File: src/rtl/ram_writer.sv
// Packs UART bytes MSB-first into RAM words and writes them at sequential frame addresses.
// Write strobe one cycle after the completing byte; no backpressure, every strobed byte is taken in COLLECT.
module ram_writer #(
    parameter int RAM_WIDTH      = 32,
    parameter int RAM_DEPTH      = (480*360*24)/RAM_WIDTH,
    parameter int TIMEOUT_CYCLES = 50000
) (
    input  logic                         clk,
    input  logic                         rst,
    input  logic                         start,
    input  logic [7:0]                   rx_data,
    input  logic                         rx_ready,
    output logic [$clog2(RAM_DEPTH)-1:0] adress,
    output logic [RAM_WIDTH-1:0]         data_out,
    output logic                         write_enable,
    output logic                         busy,
    output logic                         frame_done
);

    localparam int ADDRESS_BITS   = $clog2(RAM_DEPTH);
    localparam int BYTES_PER_WORD = RAM_WIDTH/8;
    localparam int CNT_BITS       = $clog2(BYTES_PER_WORD) + 1;
    localparam int TMO_BITS       = $clog2(TIMEOUT_CYCLES + 1);

    typedef enum logic [1:0] {IDLE, COLLECT, DONE} state_e;

    state_e                  state_q;
    logic [ADDRESS_BITS-1:0] adress_q;
    logic [RAM_WIDTH-1:0]    data_q;
    logic [RAM_WIDTH-1:0]    shift_q;
    logic [CNT_BITS-1:0]     cnt_q;
    logic [TMO_BITS-1:0]     tmo_q;
    logic                    we_q;
    logic                    busy_q;
    logic                    done_q;

    logic                    expire;
    logic                    word_done;
    logic                    last_addr;
    logic [CNT_BITS-1:0]     cnt_base;
    logic [RAM_WIDTH-1:0]    shift_base;
    logic [RAM_WIDTH-1:0]    shift_d;

    // An expiring partial word is dropped before a byte in the same cycle is appended.
    assign expire     = (cnt_q != '0) && (tmo_q == TMO_BITS'(TIMEOUT_CYCLES - 1));
    assign cnt_base   = expire ? '0 : cnt_q;
    assign shift_base = expire ? '0 : shift_q;
    assign shift_d    = (shift_base << 8) | RAM_WIDTH'(rx_data);
    assign word_done  = (cnt_base == CNT_BITS'(BYTES_PER_WORD - 1));
    assign last_addr  = (adress_q == ADDRESS_BITS'(RAM_DEPTH - 1));

    always_ff @(posedge clk or posedge rst) begin
        if (rst) begin
            state_q  <= IDLE;
            adress_q <= '0;
            data_q   <= '0;
            shift_q  <= '0;
            cnt_q    <= '0;
            tmo_q    <= '0;
            we_q     <= 1'b0;
            busy_q   <= 1'b0;
            done_q   <= 1'b0;
        end else begin
            we_q <= 1'b0;
            if (start) begin
                // A write strobed this cycle has already been presented; only the address rewinds.
                state_q  <= COLLECT;
                busy_q   <= 1'b1;
                done_q   <= 1'b0;
                adress_q <= '0;
                shift_q  <= '0;
                cnt_q    <= '0;
                tmo_q    <= '0;
            end else if (state_q == COLLECT) begin
                if (we_q) begin
                    if (last_addr) begin
                        state_q <= DONE;
                        busy_q  <= 1'b0;
                        done_q  <= 1'b1;
                    end else begin
                        adress_q <= adress_q + ADDRESS_BITS'(1);
                    end
                end
                if (rx_ready) begin
                    tmo_q <= '0;
                    if (word_done) begin
                        data_q  <= shift_d;
                        we_q    <= 1'b1;
                        shift_q <= '0;
                        cnt_q   <= '0;
                    end else begin
                        shift_q <= shift_d;
                        cnt_q   <= cnt_base + CNT_BITS'(1);
                    end
                end else if (expire) begin
                    shift_q <= '0;
                    cnt_q   <= '0;
                    tmo_q   <= '0;
                end else if (cnt_q != '0) begin
                    tmo_q <= tmo_q + TMO_BITS'(1);
                end
            end
        end
    end

    assign adress       = adress_q;
    assign data_out     = data_q;
    assign write_enable = we_q;
    assign busy         = busy_q;
    assign frame_done   = done_q;

endmodule
File: config.mk
export PLATFORM = sky130hd
export DESIGN_NAME = ram_writer
export DESIGN_NICKNAME = d
export VERILOG_FILES = /design/src/rtl/ram_writer.sv
export SDC_FILE = /design/constraint.sdc
export NUM_CORES = 1
export LEC_CHECK = 0
export BUFFER_PORTS_ARGS = -buffer_cell sky130_fd_sc_hd__buf_2
export CAP_MARGIN = 40
export CORE_MARGIN = 2
export CORE_UTILIZATION = 56
export DETAILED_ROUTE_END_ITERATION = 7
export HOLD_SLACK_MARGIN = 0.03
export PLACE_DENSITY = 0.79
export RECOVER_POWER = 100
export SYNTH_ARGS = -nofsm -noshare
export SYNTH_HDL_FRONTEND = slang
export SYNTH_SLANG_ARGS = --single-unit
File: constraint.sdc
create_clock -name clk -period 4.45 [get_ports clk]
set_clock_uncertainty 0.15 [all_clocks]
set_input_delay 0.2225 -clock clk [delete_from_list [all_inputs] [get_ports clk]]
set_output_delay 0.2225 -clock clk [all_outputs]
set_load 0.02 [all_outputs]
==> impl_summary.md, run 1 <==
Die
64 I/O pins were placed. The die is 90.3 µm tall. The initial core utilization is 57.5%. The core footprint is 7250 µm². The die footprint is 8160 µm². The die is 90.3 µm wide.

The number of placement rows is 31.

Pwr
The total power draw is 1.59 mW. For this design the static power due to leakage is 2.12 nW. Dividing total power by cell area gives a power density of 334 nW/µm². The maximum resistive drop on vdd is 198 µV.

Logic synthesis
A synthesized cell averages 11.4 µm². The number of warnings reported in the yosys synthesis log is 0. The synthesized design contains 0 enable-type register cells. The number of storage elements in the synthesis netlist is 95.

For this run, the register share of the synthesized area comes to 57.0%. Synthesis instantiated 48 different standard cells from the library. The async set-or-reset flop fraction in the synthesized netlist is 100%. The number of nets handed over by synthesis was 381. The primary flip-flop cell chosen by synthesis mapping is sky130_fd_sc_hd__dfrtp_1. The number of instances in the synthesized netlist is 366. The synthesized area is 4170 µm².

Global route
The total grt overflow is 0. The number of antenna violations at the first check in global routing is 0. The first global-routing pass estimated 15.4 mm of wire. Entering global routing, the biggest net connects 50 pins.

The via count of the first global-routing pass came to 3156. Global routing used 23.0% of the available tracks.

Setup path
The setup slack of the most critical reg-to-reg path is 0.93 ns. STA classifies the critical path endpoint as a flop. The required time at the worst-slack endpoint is 4.61 ns. The origin of the critical flop-to-flop path is cnt_q[0].

The top fanout value on the critical path is 15. By startpoint and endpoint, the worst setup path is classified as reg -> reg. The worst reg2reg path endpoint is shift_q[1].

Following the worst setup path forward leads to its endpoint at shift_q[1]. For the worst flop-to-flop path, the logic depth is 6. The data arrival time of the worst path is 3.67 ns.

STA classifies the critical path startpoint as a flop. In this run the worst setup path begins at cnt_q[0].

Outcome
The checks that failed: max-capacitance violations, max-slew violations. The run finished, with violations left.

Route
For this run, design rule violations remaining after detail routing come to 0. The routed length on met3 is 356 µm. The mean routed wirelength per cell is 16.1 µm. The first detailed-routing pass took 4 iterations. The final wirelength is 8.70 mm. The via count of the routed design is 3166. For this block, the initial DRC count from the detailed router was 193. The wire length on met2 is 4.18 mm.

After detailed routing, the wire length on met1 is 4.09 mm. The post-route antenna net violation count is 0. The via density per instance is 5.84. The highest metal layer carrying signal wires in the routed design is met4.

Layout
The number of inserted diodes is 0. The final-stage net count is 453. From synthesis to final layout, the design area changed by 14.1%. In the final layout, the share of cells above drive strength 1 is 9.26%. The layout has 610 filler cells.

Clock tree
The number of gates resized after CTS is 0. The tree built by TritonCTS fans out to 95 sinks. No sink is reached through more buffers than the 2 on the longest clock path.

The number of H-tree levels is 3. The TritonCTS clock tree is built. The clock transition at the registers of the reported paths is 0.10 ns. The worst-skew pair later-pin latency is 0.37 ns.

The buffer cell driving the clock tree root is sky130_fd_sc_hd__clkbuf_8. The number of buffers created by CTS is 9.

Place
The count of buffers added on input and output ports is 63. Routability-driven placement finished with a final weighted congestion of 0.857. Detailed placement finished with a half-perimeter wire length of 5.91 mm.

STA
Setup total negative slack on the finished layout was measured at 0 ns. The final count of negative-setup-slack endpoints is 0. Counting I/O delays and the setup requirement, the final critical path takes 3.52 ns. Derived from the worst setup path, the maximum achievable clock frequency is 284 MHz. The final clock period utilization by the worst path is 79.0%. In this run the tightest slew margin relative to its limit is -64.2%.

The measured slew at the worst slew-check pin is 2.46 ns. Setup repair after global routing left no endpoint under its margin. The final hold violation count is 0. The number of pins with negative max-slew slack in the final report is 108.

Min path
The class of the tightest hold or removal check is in -> reg.

Run
The tool flagged a number of max-cap violations equal to 3.
Yosys cell counts, types with 2 or more instances:
cell type	n	area, µm²
sky130_fd_sc_hd__buf_6	4	45.0
sky130_fd_sc_hd__and3_1	8	50.1
sky130_fd_sc_hd__or3_1	3	18.8
sky130_fd_sc_hd__ha_1	3	37.5
sky130_fd_sc_hd__nand2_1	18	67.6
sky130_fd_sc_hd__a21oi_1	9	45.0
sky130_fd_sc_hd__nor4_1	3	18.8
sky130_fd_sc_hd__inv_1	8	30.0
sky130_fd_sc_hd__buf_2	3	15.0
sky130_fd_sc_hd__or2_1	2	12.5
sky130_fd_sc_hd__nor2b_1	3	18.8
sky130_fd_sc_hd__nand3_1	10	50.1
sky130_fd_sc_hd__o211ai_1	4	30.0
sky130_fd_sc_hd__clkbuf_1	10	37.5
sky130_fd_sc_hd__and4_1	2	17.5
sky130_fd_sc_hd__mux2_2	8	90.1
sky130_fd_sc_hd__nor2_1	26	97.6
sky130_fd_sc_hd__or4_1	2	15.0
sky130_fd_sc_hd__nor3_1	12	60.1
sky130_fd_sc_hd__nor4b_1	2	17.5
sky130_fd_sc_hd__a22o_1	50	438
sky130_fd_sc_hd__and2_1	10	62.6
sky130_fd_sc_hd__dfrtp_1	95	2380
sky130_fd_sc_hd__mux2i_1	2	20.0
sky130_fd_sc_hd__o21ai_0	16	80.1
sky130_fd_sc_hd__nand4_1	10	62.6
sky130_fd_sc_hd__xnor2_1	12	105
sky130_fd_sc_hd__a21o_1	2	15.0
sky130_fd_sc_hd__xor2_1	7	61.3
sky130_fd_sc_hd__o21ai_1	2	10.0
sky130_fd_sc_hd__o41ai_1	2	17.5
sky130_fd_sc_hd__a31oi_1	2	12.5
cell usage in the layout, fill, tap and decap left out, drive strengths merged, types with 3 or more instances in the layout:
cell type / n
dfrtp: 95
clkbuf: 66
a22o: 50
nor2: 26
nand2: 19
o21ai: 18
nor3: 12
xnor2: 12
buf: 12
inv: 11
nand4: 10
nand3: 10
and2: 10
and3: 9
a21oi: 9
dlygate4sd3: 9
mux2: 8
xor2: 7
o211ai: 4
nor2b: 3
or3: 3
nor4: 3
ha: 3
clkinvlp: 3
or2: 3
through the flow:
step | instance area [µm²] | setup slack, ns | hold WS [ns] | utilization, % | std cells
floorplan | 4170 | 1.33 | 0.205 | - | 366
global placement | 4550 | 1.31 | 0.278 | 62.8 | 514
detailed placement | 4600 | 1.18 | -0.0284 | 63.5 | 517
CTS | 4890 | 1.17 | 0.101 | 67.4 | 542
global route | 4760 | 0.561 | 0.141 | 65.6 | 542
finish | 4760 | 0.934 | 0.105 | 65.6 | 542
worst min path at each step:
stage                from     endpoint  slack (ns)  cells after the start
3_5_place_dp          rst  data_out[0]       -0.03                      2
5_1_grt          rx_ready     cnt_q[0]        0.14                      4
6_report         rx_ready     cnt_q[0]        0.11                      4
3_3_place_gp          rst  data_out[1]        0.28                      2
4_1_cts          rx_ready     cnt_q[0]        0.10                      4
2_1_floorplan  rx_data[5]   shift_q[5]        0.21                      1
state kept, by name, indices dropped and copies added (netlist names):
register and cells:
data_out 32, write_enable 1, adress 17, shift_q 24, cnt_q 3, state_q 2
tmo_q 16
layout make-up:
class / count / area, µm² / area share (%)
Inverter: 8 / 31.3 / 0.657
Clock buffer: 9 / 124 / 2.60
Sequential cell: 95 / 2380 / 49.9
Tap cell: 99 / 124 / 2.60
Clock inverter: 7 / 73.8 / 1.55
Multi-Input combinational cell: 246 / 1660 / 34.9
Timing Repair Buffer: 78 / 367 / 7.70
logic make-up after synthesis:
kind of cell	Yosys count	share of synthesized area, %
AOI/OAI and AO/OA	93	16.7
buffers and inverters	25	3.06
and+or+nand+nor	121	15.7
adders and majority gates	3	0.900
muxes	10	2.64
DFF	95	57.0
xor gates and xnor gates	19	3.99
layer usage:
metal,track usage [%],up-vias
met5,0,-
met4,7.44,0
met3,3.67,10
met2,34.6,69
met1,34.6,1590
li1,-,1497
report_power, final:
group | switching [mW] | internal [mW] | total (mW)
clock | 0.341 | 0.221 | 0.562
combinational | 0.0797 | 0.0412 | 0.121
sequential | 0.0181 | 0.889 | 0.907
repair_timing:
action                     in CTS  in global routing
hold buffers                    9                  0
setup endpoints to repair       0                  0
hold endpoints to repair      111                  0
buffers inserted                0                  0
worst max-delay path: stages (launching register included):
cell                       delay (ns)
sky130_fd_sc_hd__dfrtp_1         0.41
sky130_fd_sc_hd__or3_1           0.44
sky130_fd_sc_hd__nand4_1         0.18
sky130_fd_sc_hd__nor2_1          0.13
sky130_fd_sc_hd__a211oi_1        1.27
sky130_fd_sc_hd__clkbuf_1        0.61
sky130_fd_sc_hd__a22o_1          0.26
(Power assumes the default switching activity.)
==> run 2, diff against run 1 <==
Settings changed: CORE_UTILIZATION 56 to 51, PLACE_DENSITY 0.79 to 0.76.
Clock period 4.45 ns to 3 ns, I/O delays scaled along.
==> impl_summary.md, run 2 (synthesis results as in run 1) <==
STA
The number of pins with negative max-slew slack in the final report is 0. The final hold violation count is 0. The final hold slack is 0.0442 ns. Once routing completed, OpenROAD measured the worst setup slack at 0.100 ns. Setup repair after global routing could not meet its margin everywhere.

At the pin with the least slew margin, the transition time is 1.18 ns. The final clock period utilization by the worst path is 96.7%. Setup violations remaining at the end of the flow were counted as 0. The final critical path time including I/O delays and setup is 2.90 ns. In the final timing run, aggregate negative setup slack is 0 ns.

The worst slew margin relative to its limit is 21.5%. The timing-limited maximum frequency is 345 MHz.

Setup path
The signal on the critical path passes through ha_1, nand4b_1, or4b_4, or2_1, and2_1, ha_1, nor3b_1, o21ai_4, mux2_2. The slowest cell on the critical path is sky130_fd_sc_hd__or4b_4. STA classifies the critical path startpoint as a flop.

At the worst endpoint, the required time is 3.11 ns. For this run, the slowest stage of the critical path takes 0.52 ns. The kind of critical path is reg -> reg. For the worst setup path, the data arrival time is 3.01 ns. The cell repeated most along the worst path is sky130_fd_sc_hd__ha_1.

STA classifies the critical path endpoint as a flop. Along the worst path, the maximum fanout reaches 13.

Layout
The post-route cell area is 4940 µm². The final-stage net count is 464. Of the cells placed in the final design, the portion with a size suffix greater than 1 is 13.7%. The fill cell instance count of the final layout is 657. Leaving out fill and tap cells, the most frequent cell in the layout is sky130_fd_sc_hd__dfrtp_1. Leaving out fill and tap cells, the most frequent cells in the layout are sky130_fd_sc_hd__dfrtp_1, sky130_fd_sc_hd__clkbuf_1, sky130_fd_sc_hd__a22o_1, sky130_fd_sc_hd__nor2_1, sky130_fd_sc_hd__nand2_1. The number of inserted diodes is 0.

From synthesis to final layout, the design area changed by 18.3%. The register with the most flip-flops in the layout has 32 of them.

Pwr
In this run switching power makes up 27.4% of total power. Sequential cells account for 56.8% of the total power. The total power draw is 2.37 mW. The total power density per cell area is 480 nW/µm². The leakage power is 2.21 nW. VDD sags by at most 251 µV.

The clock share of power is 34.9%. The proportion of power drawn by combinational gates is 8.4%. Summed over all nets, the switching power comes to 650 µW. The cell-internal power is 1.72 mW.

Route
The via density per instance is 5.72. For this run, design rule violations remaining after detail routing come to 0. The via count of the routed design is 3182.

The detail route stage leaves a number of antenna-violating nets equal to 0. The number of DRC markers in iteration 0 is 146. After detailed routing, the average wire length per cell comes to 16.0 µm.

Summed over all layers, the routed wires come to 8.89 mm. The length of the first detailed-routing pass in iterations is 4.

Clock tree
The largest buffer count on any clock path is 2. The clock transition at the registers of the reported paths is 0.10 ns. Buffers inserted during clock tree synthesis total 9.

The clock reaches the later pin of the worst-skew pair after 0.37 ns. Counting every sink on the clock net gives 95. CTS placed an instance of sky130_fd_sc_hd__clkbuf_8 at the clock tree root. The number of H-tree levels is 3.

The TritonCTS clock tree is built.

Place
The count of input and output buffers is 63. The HPWL after detailed placement is 6.17 mm. The final weighted congestion in routability-driven placement is 0.828. The instance area after placement is 4670 µm².

The worst slack after detailed placement is 0.00334 ns.

Min path
In this run the worst hold path is classified as in -> reg.

Global route
The all-layer global routing usage is 21.8%. The first-pass GRT wire length is 15.2 mm. The number of antenna violations at the first check in global routing is 0. The via count of the first global-routing pass is 3149. Entering global routing, the biggest net connects 38 pins. For this run the aggregate overflow at the end of global routing stands at 0.

Die
The die covers 8920 µm². The die is 94.5 µm tall. The core footprint is 7810 µm². From left edge to right edge, the die measures 94.5 µm.

During I/O placement, the number of pins put on the boundary was 64. Row generation in the floorplan step produced 32 rows. The initial core utilization is 53.4%.

Run
The number of max-cap violations is 0.

Outcome
The flow ran to the end, and the final reports show no timing, DRC or antenna violations.
==> run 2: worst paths after layout <==
check                             start            to  slack, ns  cells past startpoint
min in group asynchronous           rst   data_out[1]       0.26                      3
setup / recovery               tmo_q[1]   data_out[2]       0.10                      9
hold reg to reg            data_out[18]  data_out[18]       0.35                      1
setup reg to reg               tmo_q[1]   data_out[2]       0.10                      9
hold / removal                 rx_ready      cnt_q[0]       0.04                      4
max in group asynchronous           rst    shift_q[2]       0.67                      5
==> run 2: layout make-up <==
type	instances	area, µm²	area share [%]
sequential	95	2380	48.2
clock inverter	7	73.8	1.50
multi-input combinational	246	1710	34.6
timing repair buffer	89	493	9.99
tap	102	128	2.59
clock buffer	9	124	2.51
inverter	8	31.3	0.634
==> run 2: layer usage <==
metal  routed length (µm)  track usage (%)  vias to the layer above
met5                    0                0                        -
met4                   92             7.00                        0
met3                  327             4.55                       10
met2                 4140             32.3                       73
met1                 4330             32.2                     1581
li1                     -                -                     1518
==> run 2: power by group through the flow <==
stage	clock, mW	combinational, mW	sequential [mW]
after detailed placement	0	0.193	1.37
after global routing	0.902	0.219	1.35
final	0.826	0.198	1.34
after floorplan	0	0.0912	1.39
after CTS	0.842	0.202	1.34
after global placement	0	0.182	1.37
==> run 2: repair_timing <==
item	4_1_cts	5_1_grt
pin swaps	0	1
gates resized for setup	1	11
hold endpoints to repair	67	0
hold buffers	9	0
buffers inserted	0	1
endpoints found under the setup margin	8	53
cloned	0	1
==> run 2: through the flow <==
step                      utilization (%)  instances
after floorplan                         -        366
after global placement               59.3        527
after detailed placement             59.8        529
after CTS                            63.5        554
after global routing                 63.2        556
final                                63.2        556
==> run 2: worst max-delay path, delay by kind of cell, from the launching register on <==
kind / cells / cell delay [ns]
compound gates: 1 / 0.22
simple gates: 5 / 1.27
mux: 1 / 0.39
fa+ha+maj: 2 / 0.38
flops: 1 / 0.39
==> run 3, diff against run 2 <==
Settings changed: REMOVE_ABC_BUFFERS set to 1.
==> impl_summary.md, run 3 (synthesis results as in run 1) <==
Route
The first detailed-routing pass ran for 4 iterations. The mean routed wirelength per cell is 16.0 µm. The number of DRC markers in iteration 0 is 168. For this block, the routed nets add up to 9.02 mm of wire. In the routed design, unresolved DRC markers number 0.

The count of nets left with antenna violations once routing finished came out at 0. For this block, the via count after detailed routing is 3324. The via density per instance is 5.89.

STA
The final hold violation count was 0. After layout, the minimum clock period comes to 2.95 ns. The timing-limited maximum frequency is 339 MHz.

The number of pins with negative max-slew slack in the final report was 1. The worst slew margin relative to its limit is -0.324%. Setup slack closes at 0.0519 ns. The final count of negative-setup-slack endpoints is 0.

The final clock period utilization by the worst path is 98.3%. At the pin with the least slew margin, the transition time is 1.50 ns.

Layout
Excluding fillers, the count of instances in the completed layout stands at 564. Cells with a size suffix above 1 make up 14.7% of the layout. The most common cell after layout, fill and taps aside is sky130_fd_sc_hd__dfrtp_1. The flip-flop count of the largest register, all copies and words added is 32. In the final layout, the multi-input gates occupy 1710 µm². After the last flow step, the layout net total stands at 472. Fill cells in the final layout number 639.

The area growth from synthesis to layout is 19.9%. The area taken by flip-flops and latches is 2380 µm². 0 antenna diodes ended up in the layout. In the layout the commonest cells are sky130_fd_sc_hd__dfrtp_1, sky130_fd_sc_hd__clkbuf_1, sky130_fd_sc_hd__a22o_1, sky130_fd_sc_hd__nor2_1.

Die
The die is 94.5 µm wide. The top-level I/O count is 64. The region available for standard cell placement spans 7810 µm². The number of placement rows is 32. Once the floorplan was initialized, standard cells occupied 53.4% of the core. The die covers 8920 µm². The die is 94.5 µm tall.

Setup path
The top fanout value on the critical path is 7. The kind of critical path is reg -> reg. The delay of the slowest critical-path stage is 0.58 ns. The worst reg2reg path endpoint is data_out[5]. The worst register-to-register path has a setup slack of 0.05 ns. The timing startpoint of the critical path is tmo_q[0]. The required time at the worst-slack endpoint is 3.10 ns. The critical path ends at data_out[5]. For this design, the slowest cell found on the critical path is sky130_fd_sc_hd__or4b_4.

The cell count of the worst reg-to-reg path is 10. In this run the number of cells on the critical path is 10. Data arrives at the worst endpoint at 3.05 ns.

STA classifies the critical path startpoint as a flop. The total buffers and inverters traversed by the critical path is 1. The startpoint identified for the worst register-to-register timing path is tmo_q[0]. The signal on the critical path passes through ha_1, nand4b_1, or4b_4, or2_4, and2_1, ha_4, nor3b_2, o21ai_2, buf_6, mux2_2.

The worst setup path is captured at a flop. The kind of cell with the highest combined delay along the critical path is simple AND/OR/NAND/NOR gates.

Min path
The worst hold path belongs to the class reg -> reg.

Global route
The largest net degree at the start of global routing is 63. For this run, the total global-route usage over all layers was measured as 20.9%. The via count of the first global-routing pass is 3044. The number of antenna violations at the first check in global routing is 0. After global routing the overflow that remains totals 0. The first global-routing pass estimated 14.5 mm of wire.

Clock tree
The TritonCTS clock tree is built. The number of H-tree levels is 3. The root buffer cell chosen for the clock tree is sky130_fd_sc_hd__clkbuf_8. Clock-pin slew was measured on the worst setup and hold paths at 0.10 ns. The number of buffers created by CTS is 9. The largest buffer count on any clock path is 2. The clock reaches the later pin of the worst-skew pair after 0.37 ns. Counting every sink on the clock net gives 95.

Place
The number of placed cells counting well taps is 527. OpenSTA, run right after detailed placement, puts the worst setup slack at 0.00804 ns. The final weighted congestion in routability-driven placement is 0.781. During placement, the flow inserted port buffers numbering 63. The detailed placement HPWL is 5.98 mm.

Run
The number of max-cap violations is 1.

Pwr
Power spread over the standard cell area amounts to 476 nW/µm². IR analysis of the VDD net gives a maximum drop of 327 µV. The design draws 2.38 mW.

The leakage power is 2.25 nW.

Outcome
The checks that failed: max-capacitance violations, max-slew violations. The flow ran to the end, but the final reports show violations.
run 3: where the power goes:
| group | total [mW] | internal [mW] | leakage (nW) | switching [mW] |
|---|---|---|---|---|
| logic | 0.195 | 0.0721 | 0.847 | 0.123 |
| registers | 1.35 | 1.32 | 1.31 | 0.0267 |
| clock network | 0.844 | 0.331 | 0.0961 | 0.512 |
| total | 2.38 | 1.72 | 2.25 | 0.662 |
run 3: repair_timing:
| item | CTS | global route |
|---|---|---|
| cloned | 0 | 1 |
| setup buffers | 1 | 8 |
| gates resized for setup | 0 | 7 |
| hold buffers | 11 | 0 |
| endpoints found under the setup margin | 8 | 32 |
| pin swaps | 0 | 4 |
| endpoints found under the hold margin | 55 | 0 |
run 3: per-layer routing:
| metal | part of all wire (%) | wire [µm] | global-route usage (%) | up-vias |
|---|---|---|---|---|
| met5 | 0 | 0 | 0 | - |
| met2 | 48 | 4300 | 32.2 | 99 |
| met3 | 4.5 | 410 | 3.67 | 16 |
| met4 | 1.6 | 144 | 9.18 | 0 |
| met1 | 46 | 4170 | 29.4 | 1679 |
| li1 | - | - | - | 1530 |
run 3: worst reg2reg max path, stage by stage (launching register included):
cell and delay, ns:
sky130_fd_sc_hd__dfrtp_1 0.38, sky130_fd_sc_hd__ha_1 0.17, sky130_fd_sc_hd__nand4b_1 0.12, sky130_fd_sc_hd__or4b_4 0.58, sky130_fd_sc_hd__or2_4 0.27, sky130_fd_sc_hd__and2_1 0.19, sky130_fd_sc_hd__ha_4 0.17, sky130_fd_sc_hd__nor3b_2 0.17
sky130_fd_sc_hd__o21ai_2 0.13, sky130_fd_sc_hd__buf_6 0.17, sky130_fd_sc_hd__mux2_2 0.33
run 3: worst min path at each step:
| stage | start | to | cells after the start |
|---|---|---|---|
| global route | data_out[1] | data_out[1] | 1 |
| global placement | rst | data_out[6] | 2 |
| detailed placement | rst | data_out[6] | 2 |
| finish | data_out[28] | data_out[28] | 1 |
| floorplan | start | adress[5] | 1 |
| CTS | rst | adress[1] | 3 |
run 3: stage by stage:
step | util (%) | hold slack, ns | cell area, µm² | TNS [ns]
6_report | 64.1 | 0.356 | 5000 | 0
4_1_cts | 63.7 | 0.238 | 4980 | 0
5_1_grt | 64.1 | 0.373 | 5000 | -0.143
3_5_place_dp | 59.7 | 0.0973 | 4660 | 0
3_3_place_gp | 59.7 | 0.0866 | 4660 | 0
2_1_floorplan | - | 0.0631 | 4080 | -16.86
run 3: cell type report:
class                   instances  share of cell area, %
well taps                     102                   2.55
clock inverters                 7                   1.53
flip-flops and latches         95                   47.5
inverters                       8                  0.625
repair buffers                 97                   11.2
multi-input cells             246                   34.1
clock buffers                   9                   2.48
